### config.mk
export PLATFORM = sky130hd
export DESIGN_NAME = packet_tag_scheduler
export DESIGN_NICKNAME = d
export VERILOG_FILES = /design/src/rtl/pkt_sched_pkg.sv /design/src/rtl/rr_arb2.sv /design/src/rtl/packet_tag_scheduler.sv
export SDC_FILE = /design/constraint.sdc
export NUM_CORES = 1
export LEC_CHECK = 0
export BUFFER_PORTS_ARGS = -buffer_cell sky130_fd_sc_hd__buf_2
export CAP_MARGIN = 20
export CORE_AREA = 2 2 59 61
export CTS_CLUSTER_DIAMETER = 50
export CTS_CLUSTER_SIZE = 16
export DETAILED_ROUTE_END_ITERATION = 12
export DIE_AREA = 0 0 61 63
export PLACE_DENSITY_LB_ADDON = 0.08
export SYNTH_ARGS = -nofsm -noshare
export SYNTH_HDL_FRONTEND = slang
export SYNTH_SLANG_ARGS = --single-unit
### constraint.sdc
create_clock -name clk -period 1.9 [get_ports clk]
set_clock_uncertainty 0.15 [all_clocks]
set_input_delay 0 -clock clk [delete_from_list [all_inputs] [get_ports clk]]
set_output_delay 0 -clock clk [all_outputs]
set_load 0.01 [all_outputs]
### src/rtl/pkt_sched_pkg.sv
// Shared constants for the packet tag scheduler: FSM encoding, channel IDs,
// parameter defaults and the interval-number step helper.
package pkt_sched_pkg;

  localparam logic [1:0] ST_IDLE  = 2'd0;
  localparam logic [1:0] ST_GRANT = 2'd1;
  localparam logic [1:0] ST_GAP   = 2'd2;

  localparam logic [7:0] CH0 = 8'd0;
  localparam logic [7:0] CH1 = 8'd1;

  localparam int unsigned GAP_DEF     = 32'd2;
  localparam logic [15:0] INT_MAX_DEF = 16'd999;

  // Next interval number; wraps to zero after max_v.
  function automatic logic [15:0] next_interval(input logic [15:0] cur,
                                                input logic [15:0] max_v);
    logic [15:0] nxt;
    if (cur == max_v) begin
      nxt = 16'd0;
    end else begin
      nxt = cur + 16'd1;
    end
    return nxt;
  endfunction

endpackage

### src/rtl/rr_arb2.sv
// Two-way round-robin selector. ptr names the channel that wins a tie;
// the owner flips it to the loser after every grant.
module rr_arb2 (
  input  logic req0,
  input  logic req1,
  input  logic ptr,
  output logic sel
);

  // Pick a channel: tie goes to ptr, otherwise the only requester.
  always_comb begin
    sel = 1'b0;
    if (req0 && req1) begin
      sel = ptr;
    end else if (req1) begin
      sel = 1'b1;
    end else begin
      sel = 1'b0;
    end
  end

endmodule

### src/rtl/packet_tag_scheduler.sv
// Interval tracker plus two-channel grant scheduler with a forced gap after
// every grant; all outputs come straight from flops.
module packet_tag_scheduler
  import pkt_sched_pkg::*;
#(
  parameter int unsigned GAP     = GAP_DEF,
  parameter logic [15:0] INT_MAX = INT_MAX_DEF
) (
  input  logic        clk,
  input  logic        clr,
  input  logic        pps,
  input  logic        int_start,
  input  logic        en,
  input  logic        req0,
  input  logic        req1,
  output logic        gnt0,
  output logic        gnt1,
  output logic        ev,
  output logic [7:0]  n_ch,
  output logic [15:0] Numb_inter,
  output logic        cnt_clr,
  output logic        int_wrap
);

  // The last GAP cycle doubles as an arbitration cycle, so grants land GAP+1 apart.
  localparam logic [3:0] GAP_LOAD = (GAP == 32'd0) ? 4'd0 : 4'(GAP - 32'd1);

  logic [1:0]  state_q, state_d;
  logic [3:0]  gap_cnt_q, gap_cnt_d;
  logic        rr_ptr_q, rr_ptr_d;
  logic        gnt0_q, gnt0_d;
  logic        gnt1_q, gnt1_d;
  logic        ev_q, ev_d;
  logic [7:0]  n_ch_q, n_ch_d;
  logic [15:0] numb_q, numb_d;
  logic        cnt_clr_q, cnt_clr_d;
  logic        wrap_q, wrap_d;
  logic        arb_sel;
  logic        can_grant;
  logic        grant_now;

  rr_arb2 u_arb (
    .req0 (req0),
    .req1 (req1),
    .ptr  (rr_ptr_q),
    .sel  (arb_sel)
  );

  assign can_grant = en & (req0 | req1) & ~pps & ~int_start;
  assign grant_now = can_grant &
                     ((state_q == ST_IDLE) | ((state_q == ST_GAP) & (gap_cnt_q == 4'd0)));

  // Next-state logic for interval tracking, FSM and grant outputs.
  always_comb begin
    state_d   = state_q;
    gap_cnt_d = gap_cnt_q;
    rr_ptr_d  = rr_ptr_q;
    gnt0_d    = 1'b0;
    gnt1_d    = 1'b0;
    n_ch_d    = n_ch_q;
    numb_d    = numb_q;
    wrap_d    = wrap_q;
    cnt_clr_d = pps | int_start;

    if (pps) begin
      numb_d = 16'd0;
      wrap_d = 1'b0;
    end else if (int_start) begin
      numb_d = next_interval(numb_q, INT_MAX);
      wrap_d = wrap_q | (numb_q == INT_MAX);
    end else begin
      numb_d = numb_q;
    end

    case (state_q)
      ST_IDLE: begin
        if (can_grant) begin
          state_d = ST_GRANT;
        end else begin
          state_d = ST_IDLE;
        end
      end
      ST_GRANT: begin
        if (GAP != 32'd0) begin
          state_d   = ST_GAP;
          gap_cnt_d = GAP_LOAD;
        end else begin
          state_d = ST_IDLE;
        end
      end
      ST_GAP: begin
        if (gap_cnt_q != 4'd0) begin
          gap_cnt_d = gap_cnt_q - 4'd1;
        end else if (can_grant) begin
          state_d = ST_GRANT;
        end else begin
          state_d = ST_IDLE;
        end
      end
      default: begin
        state_d   = ST_IDLE;
        gap_cnt_d = 4'd0;
      end
    endcase

    if (grant_now) begin
      gnt0_d   = ~arb_sel;
      gnt1_d   = arb_sel;
      n_ch_d   = arb_sel ? CH1 : CH0;
      rr_ptr_d = ~arb_sel;
    end else begin
      rr_ptr_d = rr_ptr_q;
    end

    ev_d = gnt0_d | gnt1_d;
  end

  // State and output registers; clr overrides everything and pulses cnt_clr.
  always_ff @(posedge clk) begin
    if (clr) begin
      state_q   <= ST_IDLE;
      gap_cnt_q <= 4'd0;
      rr_ptr_q  <= 1'b0;
      gnt0_q    <= 1'b0;
      gnt1_q    <= 1'b0;
      ev_q      <= 1'b0;
      n_ch_q    <= CH0;
      numb_q    <= 16'd0;
      cnt_clr_q <= 1'b1;
      wrap_q    <= 1'b0;
    end else begin
      state_q   <= state_d;
      gap_cnt_q <= gap_cnt_d;
      rr_ptr_q  <= rr_ptr_d;
      gnt0_q    <= gnt0_d;
      gnt1_q    <= gnt1_d;
      ev_q      <= ev_d;
      n_ch_q    <= n_ch_d;
      numb_q    <= numb_d;
      cnt_clr_q <= cnt_clr_d;
      wrap_q    <= wrap_d;
    end
  end

  assign gnt0       = gnt0_q;
  assign gnt1       = gnt1_q;
  assign ev         = ev_q;
  assign n_ch       = n_ch_q;
  assign Numb_inter = numb_q;
  assign cnt_clr    = cnt_clr_q;
  assign int_wrap   = wrap_q;

endmodule

==> reports/metrics.cfg <==
[floorplanning]
core_um2 = 3232
die_width_um = 61
rows = 21
dieArea_um2 = 3843
dieHeight_um = 63
io_pins = 36
start_util = 0.4483

[cts]
worstSkewPairLatency_ps = 320
cts_buffers = 5
cts_setup_buffers = 0
clk_pin_slew_ps = 90
cts_root_buf = clkbuf_4
cts_max_path_buffers = 2
htree_num_levels = 2
cts_tree = done
cts.sinks = 29

[placement]
place_area_um2 = 1812
hpwl_um = 2477
port_buffers = 28
preCtsSetupSlack_ps = -22.29
gp_congestion = 0.8135
placed_cells = 259

[critical_path]
cp.required_ps = 1970
crit_path_max_incr_delay_ps = 510
cp_max_fo = 8
cp_slowest_cell = or4_1
arrival_ps = 1990
crit_path_end_kind = flop
critical_path_class = reg -> reg
worstPathCellList = or4_1 > or4_4 > o21ai_4 > buf_6 > nor2_1
startpoint_type = flop

[yosys]
yosysWarnings = 0
ys_ff_latch = 29
synth_top_area_share = 0.4007
ys.flop_type = dfxtp_1
yosysMostFrequentCell = dfxtp_1
synth-edff-count = 0
synth_common_cells = dfxtp_1, nor2_1, xnor2_1, inv_1, nand4_1
synth_top_area_cell = dfxtp_1
synthTopCellsByArea = dfxtp_1, xnor2_1, ha_1
synth_cell_types = 37
synthArstFlopShare = 0
syn_inst = 163
syn_area_per_cell_um2 = 8.889
syn-cell-area_um2 = 1449
yosysSeqAreaShare = 0.4007

[timing]
post-route-period-util = 1.009
rsz0062_at_grt = true
fin_tns_setup_ps = -137.7
timing.fmax_ghz = 0.5218
finalCriticalPeriod_ps = 1916
finalSetupViolCount = 15
layout_setup_ws_ps = -16.36
slew_violations = 0
hold_violations = 0

[detailed_routing]
drt_first_iter_violations = 54
met3RoutedLength_um = 134
first_pass_iters = 4
routed_wl_um = 3327
dr_wl_met2_um = 1762
via_per_inst = 4.920
drc = 0
ant_nets = 0
wire_per_inst_um = 12.10
routed.top_layer = met4
via_count = 1353
wl_met1_um = 1378

[global_routing]
grt_overflow = 0
grt_pass1_vias = 1271
antenna_found_initial = 0
grt_max_degree = 13
grt_pass1_wl_um = 5568
track_usage = 0.1907

[power]
switching_power_mw = 0.2684
pwr-share-seq = 0.577
power_mw = 1.064
p_comb_frac = 0.087
p_clk_frac = 0.336
intPower_mw = 0.7956
p_per_area_nw_per_um2 = 523.9
power.leakage_nw = 0.8420
peakVddDrop_mv = 0.5039
switching_share = 0.2523

[run_status]
violations = negative setup slack
status = complete, but fails checks

[layout]
area_growth_pct = 40.16
fin_area_um2 = 2031
drive_above_1_share = 0.4323
final_cells = 275
largest_reg_flops = 16
nets = 243
diodes = 0

[min_path]
holdCritPathClass = in -> reg

[job]
cap_violations = 0

[kinds of logic (layout without fill, tap and decap cells)]
kind of cell,count (synthesis),after routing,synth area share
AO/OA/AOI/OAI,15,15,0.07946
XOR/XNOR,15,15,0.09068
adder cells (fa/ha/maj),8,8,0.06909
buffers and inverters,20,80,0.07513
flip-flops,29,29,0.4007
multiplexers,2,2,0.01468
other,1,7,0.002588
AND/OR/NAND/NOR,73,73,0.2677
[layer usage]
metal	vias to the layer above	GRT usage
met1	637	0.2191
met3	6	0.04969
met5	-	0
met4	0	0.06793
li1	678	-
met2	32	0.3293
[path summary, 6_finish.rpt]
kind	endpoint	from	slack (ps)	cells past startpoint
max	Numb_inter[13]	Numb_inter[3]	-20	5
min	Numb_inter[1]	pps	240	3
max reg2reg	Numb_inter[13]	Numb_inter[3]	-20	5
min reg2reg	int_wrap	int_wrap	320	1
[worst max-delay path: cells and delay by family (launching register included)]
family          cells  cell delay [ps]
simple gates        3             1020
flops               1              330
compound gates      1              160
buf+inv             1              160
[metrics by stage]
step / utilization / hold slack [ps]
floorplan: - / -78.16
global placement: 0.5606 / 49.78
detailed placement: 0.5606 / 51.32
CTS: 0.6005 / -178.3
global route: 0.6283 / 248.3
finish: 0.6283 / 243.1
[cell usage in the layout (no fill, tap or decap), types with 2 or more instances in the layout]
| cell | Yosys | routed |
|---|---|---|
| buf_2 | 0 | 28 |
| buf_4 | 7 | 23 |
| dfxtp_1 | 29 | 20 |
| nor2_1 | 25 | 18 |
| xnor2_1 | 12 | 12 |
| nor2_2 | 3 | 10 |
| nand4_1 | 9 | 9 |
| dlygate4sd3_1 | 0 | 9 |
| dfxtp_2 | 0 | 8 |
| inv_1 | 9 | 8 |
| nand2_1 | 7 | 7 |
| conb_1 | 1 | 7 |
| nand3_1 | 6 | 6 |
| nor4_1 | 5 | 5 |
| clkbuf_4 | 0 | 5 |
| ha_2 | 0 | 4 |
| ha_1 | 8 | 4 |
| a31o_2 | 3 | 3 |
| o21ai_0 | 3 | 3 |
| nor3_1 | 5 | 3 |
| xor2_1 | 3 | 3 |
| buf_6 | 1 | 3 |
| or2_2 | 2 | 2 |
| nor3_2 | 0 | 2 |
| nand4bb_1 | 2 | 2 |
| nor2b_1 | 2 | 2 |
| a21oi_1 | 2 | 2 |
| clkinv_2 | 0 | 2 |
[timing repair]
item                                   in CTS  in global routing
cloned                                      0                  0
endpoints found under the hold margin      28                 10
pin swaps                                   4                  6
setup endpoints to repair                  16                 20
hold buffers                                6                  3
gates resized for setup                     6                 17
[power by group through the flow]
| stage | clock [mW] | combinational, mW | sequential, mW |
|---|---|---|---|
| global placement | 0 | 0.0690 | 0.628 |
| floorplan | 0 | 0.0514 | 0.632 |
| CTS | 0.378 | 0.0814 | 0.614 |
| global route | 0.403 | 0.102 | 0.615 |
| finish | 0.357 | 0.0924 | 0.614 |
| detailed placement | 0 | 0.0695 | 0.628 |
[area by class of cell]
type	instances	area [um2]
Fill cell	312	1201
Multi-Input combinational cell	120	857.1
Sequential cell	29	594.3
Timing Repair Buffer	63	436.7
Tap cell	46	57.56
Clock buffer	6	41.29
Inverter	9	33.78
Clock inverter	2	10.01
Note: power is estimated with default switching activity, not from simulation.
